File: src/rtl/full_adder_bist.sv
// ---------------------------------------------------------------------------
// full_adder_bist : exhaustive on-chip self-test of a combinational full adder
// Revision 1.0
// ---------------------------------------------------------------------------
`timescale 1ns/1ps
`default_nettype none

module full_adder_bist #(
  parameter int SETTLE_CYCLES = 1,
  parameter int ERR_W         = 4
) (
  input  logic             CLK,
  input  logic             RST_N,
  input  logic             START,
  output logic             A,
  output logic             B,
  output logic             CARRY_IN,
  input  logic             SUM,
  input  logic             CARRY_OUT,
  output logic             BUSY,
  output logic             DONE,
  output logic             PASS,
  output logic [ERR_W-1:0] ERR_COUNT,
  output logic             FAIL_VALID,
  output logic [2:0]       FAIL_VECTOR
);

  typedef enum logic [1:0] {
    IDLE   = 2'd0,
    SETTLE = 2'd1,
    CHECK  = 2'd2,
    FINISH = 2'd3
  } state_t;

  localparam logic [3:0] SETTLE_LAST = 4'(SETTLE_CYCLES - 1);

  state_t           state_q, state_d;
  logic [2:0]       vec_q, vec_d;
  logic [3:0]       settle_q, settle_d;
  logic [ERR_W-1:0] err_q, err_d;
  logic             fail_valid_q, fail_valid_d;
  logic [2:0]       fail_vec_q, fail_vec_d;
  logic             pass_q, pass_d;
  logic             busy_q, busy_d;
  logic             done_q, done_d;

  logic exp_sum, exp_co, mismatch;

  assign exp_sum  = ^vec_q;
  assign exp_co   = (vec_q[2] & vec_q[1]) | (vec_q[2] & vec_q[0]) | (vec_q[1] & vec_q[0]);
  assign mismatch = (SUM != exp_sum) || (CARRY_OUT != exp_co);

  always_ff @(posedge CLK or negedge RST_N) begin
    if (!RST_N) begin
      state_q      <= IDLE;
      vec_q        <= 3'd0;
      settle_q     <= 4'd0;
      err_q        <= '0;
      fail_valid_q <= 1'b0;
      fail_vec_q   <= 3'd0;
      pass_q       <= 1'b0;
      busy_q       <= 1'b0;
      done_q       <= 1'b0;
    end else begin
      state_q      <= state_d;
      vec_q        <= vec_d;
      settle_q     <= settle_d;
      err_q        <= err_d;
      fail_valid_q <= fail_valid_d;
      fail_vec_q   <= fail_vec_d;
      pass_q       <= pass_d;
      busy_q       <= busy_d;
      done_q       <= done_d;
    end
  end

  always_comb begin
    state_d      = state_q;
    vec_d        = vec_q;
    settle_d     = settle_q;
    err_d        = err_q;
    fail_valid_d = fail_valid_q;
    fail_vec_d   = fail_vec_q;
    pass_d       = pass_q;
    busy_d       = busy_q;
    done_d       = 1'b0;

    case (state_q)
      // The DONE cycle already counts as idle: a held START restarts on the
      // edge that closes it, one cycle after the last check.
      IDLE, FINISH: begin
        if (START) begin
          state_d      = SETTLE;
          vec_d        = 3'd0;
          settle_d     = 4'd0;
          err_d        = '0;
          fail_valid_d = 1'b0;
          fail_vec_d   = 3'd0;
          pass_d       = 1'b0;
          busy_d       = 1'b1;
        end else begin
          state_d = IDLE;
        end
      end
      SETTLE: begin
        if (settle_q == SETTLE_LAST) begin
          state_d = CHECK;
        end else begin
          settle_d = settle_q + 4'd1;
        end
      end
      CHECK: begin
        if (mismatch) begin
          if (err_q != {ERR_W{1'b1}}) begin
            err_d = err_q + 1'b1;
          end
          if (!fail_valid_q) begin
            fail_valid_d = 1'b1;
            fail_vec_d   = vec_q;
          end
        end
        if (vec_q == 3'd7) begin
          state_d = FINISH;
          busy_d  = 1'b0;
          done_d  = 1'b1;
          pass_d  = (err_d == '0);
        end else begin
          state_d  = SETTLE;
          vec_d    = vec_q + 3'd1;
          settle_d = 4'd0;
        end
      end
      default: state_d = IDLE;
    endcase
  end

  assign A           = vec_q[2];
  assign B           = vec_q[1];
  assign CARRY_IN    = vec_q[0];
  assign BUSY        = busy_q;
  assign DONE        = done_q;
  assign PASS        = pass_q;
  assign ERR_COUNT   = err_q;
  assign FAIL_VALID  = fail_valid_q;
  assign FAIL_VECTOR = fail_vec_q;

endmodule

`default_nettype wire

File: config.mk
export PLATFORM = sky130hd
export DESIGN_NAME = full_adder_bist
export DESIGN_NICKNAME = d
export VERILOG_FILES = /design/src/rtl/full_adder_bist.sv
export SDC_FILE = /design/constraint.sdc
export NUM_CORES = 1
export LEC_CHECK = 0
export CAP_MARGIN = 20
export CORE_MARGIN = 4
export CORE_UTILIZATION = 53
export DETAILED_ROUTE_END_ITERATION = 6
export GPL_TIMING_DRIVEN = 1
export PLACE_DENSITY = 0.79
export REMOVE_ABC_BUFFERS = 1
export SETUP_SLACK_MARGIN = 0.4
export SYNTH_ARGS = -nofsm -noshare
export SYNTH_HDL_FRONTEND = slang
export SYNTH_SLANG_ARGS = --single-unit
File: constraint.sdc
create_clock -name CLK -period 2.35 [get_ports CLK]
set_input_delay 0.235 -clock CLK [delete_from_list [all_inputs] [get_ports CLK]]
set_output_delay 0.235 -clock CLK [all_outputs]
set_load 0.03 [all_outputs]
==> results.json, run 1 <==
{
  "num_vias": 1112,
  "ir_drop_mv": 0.563,
  "arrival_ns": 2.19,
  "core_um2": 2210,
  "grt-ovfl-total": 0,
  "seq_area_frac_synth_pct": 40.6,
  "drtIter0Drc": 43,
  "path_max_fanout": 5,
  "relSlewSlack_pct": 69.2,
  "antenna_found_initial": 0,
  "p_total_mw": 1.40,
  "avgSynthCellArea_um2": 9.63,
  "grtUsageTotal_pct": 20.7,
  "row_count": 17,
  "hold_viol": 0,
  "clkTransAtPathRegs_ns": 0.12,
  "grt_pass1_wl_um": 5140,
  "pin_count": 19,
  "fin_cells": 182,
  "utilization_pct": 70.9,
  "clock-sinks": 20,
  "drc": 0,
  "io_buffers": 18,
  "drive_gt1_share_pct": 20.1,
  "cap_violations": 0,
  "synth_top_area_share_pct": 40.6,
  "grt_max_degree": 21,
  "rsz0062_at_grt": "yes",
  "crit_required_ns": 2.55,
  "cts_buffers": 3,
  "hold-worst-slack_ns": 0.242,
  "postRouteAntennaNets": 0,
  "async_flop_share_pct": 100,
  "insertion_delay_ns": 0.32,
  "n_antenna_cell": 0,
  "syn_inst": 128,
  "place_inst": 174,
  "areaGrowthSynthToFinish_pct": 27.3,
  "place_hpwl_um": 2080,
  "cts_tree": "done",
  "wl_um": 3010,
  "yosysMostFrequentCell": "dfrtp_1",
  "synth_area_leaders": "dfrtp_1, ha_1, inv_1",
  "slew_viol_final": 0,
  "status": "completed",
  "viasPerCell": 6.11,
  "ys_ff_latch": 20,
  "nets": 168,
  "critPathKind": "reg -> reg",
  "netlist_area_um2": 1230,
  "synth_top_cell_by_area": "dfrtp_1",
  "place_congestion": 0.866,
  "p_per_area_nw_per_um2": 895,
  "fp.dieW_um": 56.2,
  "skew_ns": 0.0142,
  "final.setup.tns_ns": 0,
  "wire_per_inst_um": 16.5,
  "grt_pass1_vias": 1094,
  "yosys_warnings": 0,
  "rr_worst_depth": 6,
  "synth_edf_count": 0,
  "cp-start-kind": "register",
  "yosysUniqueCellTypes": 38,
  "synth_ff_type": "dfrtp_1",
  "nFillCells": 163,
  "period_minus_slack_ns": 1.99,
  "cts_buffer_depth": 2,
  "p_leak_nw": 0.654,
  "period_share_pct": 84.5,
  "initial_core_util_pct": 55.7,
  "dieHeight_um": 56.2,
  "cp-end-kind": "register",
  "fmax_mhz": 503,
  "tightest_slew_ns": 0.461,
  "final-setup-viol-count": 0,
  "htree_levels": 1,
  "drtPass1Iterations": 4,
  "dieArea_um2": 3160,
  "root_buffer": "clkbuf_4",
  "yosys-top-cells-count": "dfrtp_1, inv_1, o21ai_0",
  "hp-class": "in -> async"
}
[cells in the final DEF, fill, tap and decap left out, types with 2 or more instances in the layout]
| cell | count |
|---|---|
| a21oi_1 | 6 |
| ha_1 | 6 |
| nor2_1 | 4 |
| inv_2 | 5 |
| a22o_1 | 2 |
| o21ai_0 | 9 |
| dfrtp_1 | 19 |
| a2bb2oi_1 | 2 |
| o22ai_1 | 5 |
| a31oi_1 | 2 |
| buf_4 | 6 |
| clkbuf_4 | 3 |
| a21boi_0 | 2 |
| o31ai_1 | 6 |
| a21oi_2 | 2 |
| inv_1 | 10 |
| xnor2_1 | 2 |
| and2_1 | 2 |
| nand3_1 | 7 |
| clkdlybuf4s50_1 | 18 |
| nand2_1 | 6 |
| nor3_1 | 2 |
| or4_1 | 2 |
[cell families after synthesis]
group                      after synthesis  share of synthesized area (%)
and+or+nand+nor                         32                           14.9
adders and majority gates                8                           8.73
DFF                                     20                           40.6
muxes                                    2                           1.62
AOI/OAI and AO/OA                       45                           24.9
xor gates and xnor gates                 4                           2.84
buffers and inverters                   17                           6.40
[per-layer routing]
metal	vias up	GRT usage (%)	wire, um
li1	526	-	-
met1	521	27.7	1260
met2	60	33.4	1500
met3	5	4.41	215
met4	0	6.78	39
met5	-	0	0
[through the flow]
| step | setup slack [ns] | area, um^2 |
|---|---|---|
| global placement | 0.317 | 1440 |
| CTS | 0.412 | 1530 |
| finish | 0.364 | 1570 |
| global route | 0.321 | 1570 |
| detailed placement | 0.207 | 1440 |
| floorplan | 0.193 | 1210 |
[timing repair]
item / 4_1_cts / 5_1_grt
endpoints found under the setup margin: 9 / 9
resized for setup: 6 / 10
pin swaps: 2 / 5
hold buffers: 0 / 0
setup buffers: 3 / 1
[worst max-delay path, stage by stage (launching register included)]
cell and delay, ns:
dfrtp_1 0.42, inv_2 0.08, fa_2 0.49, xor2_4 0.21
a32oi_2 0.28, o21ai_1 0.15, a32o_1 0.25
[flip-flops by register name, summed over array words and instances, names as in the netlist]
signal / cells
state_q: 2
PASS: 1
DONE: 1
FAIL_VALID: 1
BUSY: 1
settle_q: 4
ERR_COUNT: 4
vec_q: 3
FAIL_VECTOR: 3
[power breakdown]
part           switching (mW)  leakage, nW  internal, mW
Clock                   0.114       0.0210        0.0949
Sequential             0.0540        0.270         0.389
Combinational           0.466        0.363         0.287
[final timing paths]
kind,startpoint,end,slack (ns)
max,vec_q[1]$_DFFE_PN0P_,ERR_COUNT[1]$_DFFE_PN0P_,0.36
min,RST_N,FAIL_VECTOR[1]$_DFFE_PN0P_,0.24
max reg2reg,vec_q[1]$_DFFE_PN0P_,ERR_COUNT[1]$_DFFE_PN0P_,0.36
min reg2reg,settle_q[3]$_DFFE_PN0P_,settle_q[3]$_DFFE_PN0P_,0.53
max in group asynchronous,RST_N,vec_q[0]$_DFFE_PN0P_,1.87
min in group CLK,settle_q[3]$_DFFE_PN0P_,settle_q[3]$_DFFE_PN0P_,0.53
[final cells by class]
cell class	count	area, um^2	share of cell area, %
Inverter	15	56.3	3.59
Multi-Input combinational cell	91	714	45.5
Tap cell	28	35.0	2.23
Sequential cell	20	502	32.0
Clock buffer	4	36.3	2.31
Timing Repair Buffer	24	225	14.4
Note: power is estimated with default switching activity, not from simulation.
==> run 2, diff against run 1 <==
==> constraint.sdc (replaced) <==
create_clock -name CLK -period 2.03 [get_ports CLK]
set_input_delay 0.203 -clock CLK [delete_from_list [all_inputs] [get_ports CLK]]
set_output_delay 0.203 -clock CLK [all_outputs]
set_load 0.03 [all_outputs]
==> run 2 against run 1 <==
Die area unchanged; sequential share of layout area down 1.7 points; routed wire length up 12%; via count up 2.8%; non-clock buffer count up 3; final area up 5.5%; count of clock-buffer cells in the layout down 1; worst hold slack worse by 0.012 ns; final cell count up 1.1%; sequential power up 15%; clock skew down 0.012 ns; clock power down 9%; largest cell class unchanged; largest power group unchanged.
==> results.json, run 2 (synthesized netlist as in run 1, its figures left out) <==
{
  "status": "completed",
  "p_total_mw": 1.70,
  "crit_required_ns": 2.21,
  "layout_common_cells": "dfrtp_1, inv_1, clkdlybuf4s50_1, buf_4, dlygate4sd2_1",
  "dieArea_um2": 3160,
  "utilization_pct": 74.8,
  "skew_ns": 0.00190,
  "nets": 171,
  "dieHeight_um": 56.2,
  "placed_area_um2": 1480,
  "io_buffers": 18,
  "hold_viol": 0,
  "drtPass1Iterations": 4,
  "core_um2": 2210,
  "critPathKind": "reg -> reg",
  "cap_violations": 0,
  "startpoint": "vec_q[1]$_DFFE_PN0P_",
  "row_count": 17,
  "period_share_pct": 98.4,
  "wl_um": 3380,
  "drtIter0Drc": 34,
  "areaGrowthSynthToFinish_pct": 34.3,
  "worstReg2RegStart": "vec_q[1]$_DFFE_PN0P_",
  "htree_levels": 1,
  "cp-start-kind": "register",
  "viasPerCell": 6.21,
  "root_buffer": "clkbuf_4",
  "place_hpwl_um": 2170,
  "drc": 0,
  "cts_buffers": 3,
  "slew_viol_final": 0,
  "hold-worst-slack_ns": 0.230,
  "p_leak_nw": 0.708,
  "postLayoutCellArea_um2": 1660,
  "insertion_delay_ns": 0.30,
  "arrival_ns": 2.18,
  "pin_count": 19,
  "ir_drop_mv": 0.813,
  "grt_pass1_wl_um": 5240,
  "rsz0062_at_grt": "yes",
  "period_minus_slack_ns": 2.00,
  "grt-ovfl-total": 0,
  "tightest_slew_ns": 0.433,
  "hp-class": "in -> async",
  "drive_gt1_share_pct": 28.2,
  "cts_buffer_depth": 2,
  "grt_max_degree": 21,
  "final-setup-viol-count": 0,
  "fmax_mhz": 501,
  "place_congestion": 0.836,
  "postRouteAntennaNets": 0,
  "antenna_found_initial": 0,
  "p_per_area_nw_per_um2": 1030,
  "n_antenna_cell": 0,
  "grtUsageTotal_pct": 21.0,
  "fp.dieW_um": 56.2,
  "cts_tree": "done",
  "grt_pass1_vias": 1131,
  "clkTransAtPathRegs_ns": 0.11,
  "relSlewSlack_pct": 71.1,
  "clock-sinks": 20,
  "fin_cells": 184,
  "cp-end-kind": "register",
  "place_inst": 179,
  "initial_core_util_pct": 55.7,
  "path_max_fanout": 5,
  "num_vias": 1143,
  "layout_commonest_cell": "dfrtp_1",
  "wire_per_inst_um": 18.4
}
[run 2: cell type report]
| cell class | count | area [um^2] |
|---|---|---|
| clock buffer | 3 | 22.5 |
| tap | 28 | 35.0 |
| inverter | 15 | 56.3 |
| fill | 154 | 557 |
| sequential | 20 | 500 |
| timing repair buffer | 27 | 240 |
| multi-input combinational | 91 | 801 |
[run 2: through the flow]
step	setup TNS [ns]	worst slack, ns
floorplan	-0.636	-0.127
global placement	0	0.0808
detailed placement	0	0.00287
CTS	0	0.0966
global route	-0.0607	-0.0388
finish	0	0.0332
[run 2: where the power goes]
group	total, mW	switching, mW	internal [mW]
sequential	0.510	0.0607	0.450
combinational	1.00	0.616	0.388
clock	0.189	0.120	0.0692
total	1.70	0.797	0.907
[run 2: worst paths after layout]
path                       cells past startpoint                          to  slack, ns
max                                            6  FAIL_VECTOR[1]$_DFFE_PN0P_       0.03
max reg2reg                                    6  FAIL_VECTOR[1]$_DFFE_PN0P_       0.03
max in group asynchronous                      2      state_q[0]$_DFFE_PN0P_       1.59
min in group CLK                               1     settle_q[3]$_DFFE_PN0P_       0.55
min                                            2    ERR_COUNT[1]$_DFFE_PN0P_       0.23
min reg2reg                                    1     settle_q[3]$_DFFE_PN0P_       0.55
[run 2: metal layers]
layer,global-route usage (%),vias to the layer above,part of all wire [%]
li1,-,525,-
met1,26.8,565,42
met2,36.2,47,51
met3,3.71,6,5.8
met4,6.10,0,1.5
met5,0,-,0
[run 2: timing repair]
item | CTS | global route
buffers inserted | 1 | 1
pin swaps | 9 | 4
resized for setup | 22 | 22
hold buffers | 0 | 0
setup endpoints to repair | 23 | 19
[run 2: worst max-delay path, stage by stage (launching register included)]
cell       delay (ns)
dfrtp_1          0.42
inv_2            0.09
fa_2             0.49
xor2_4           0.21
a21oi_1          0.41
a2bb2oi_2        0.18
o22ai_1          0.09
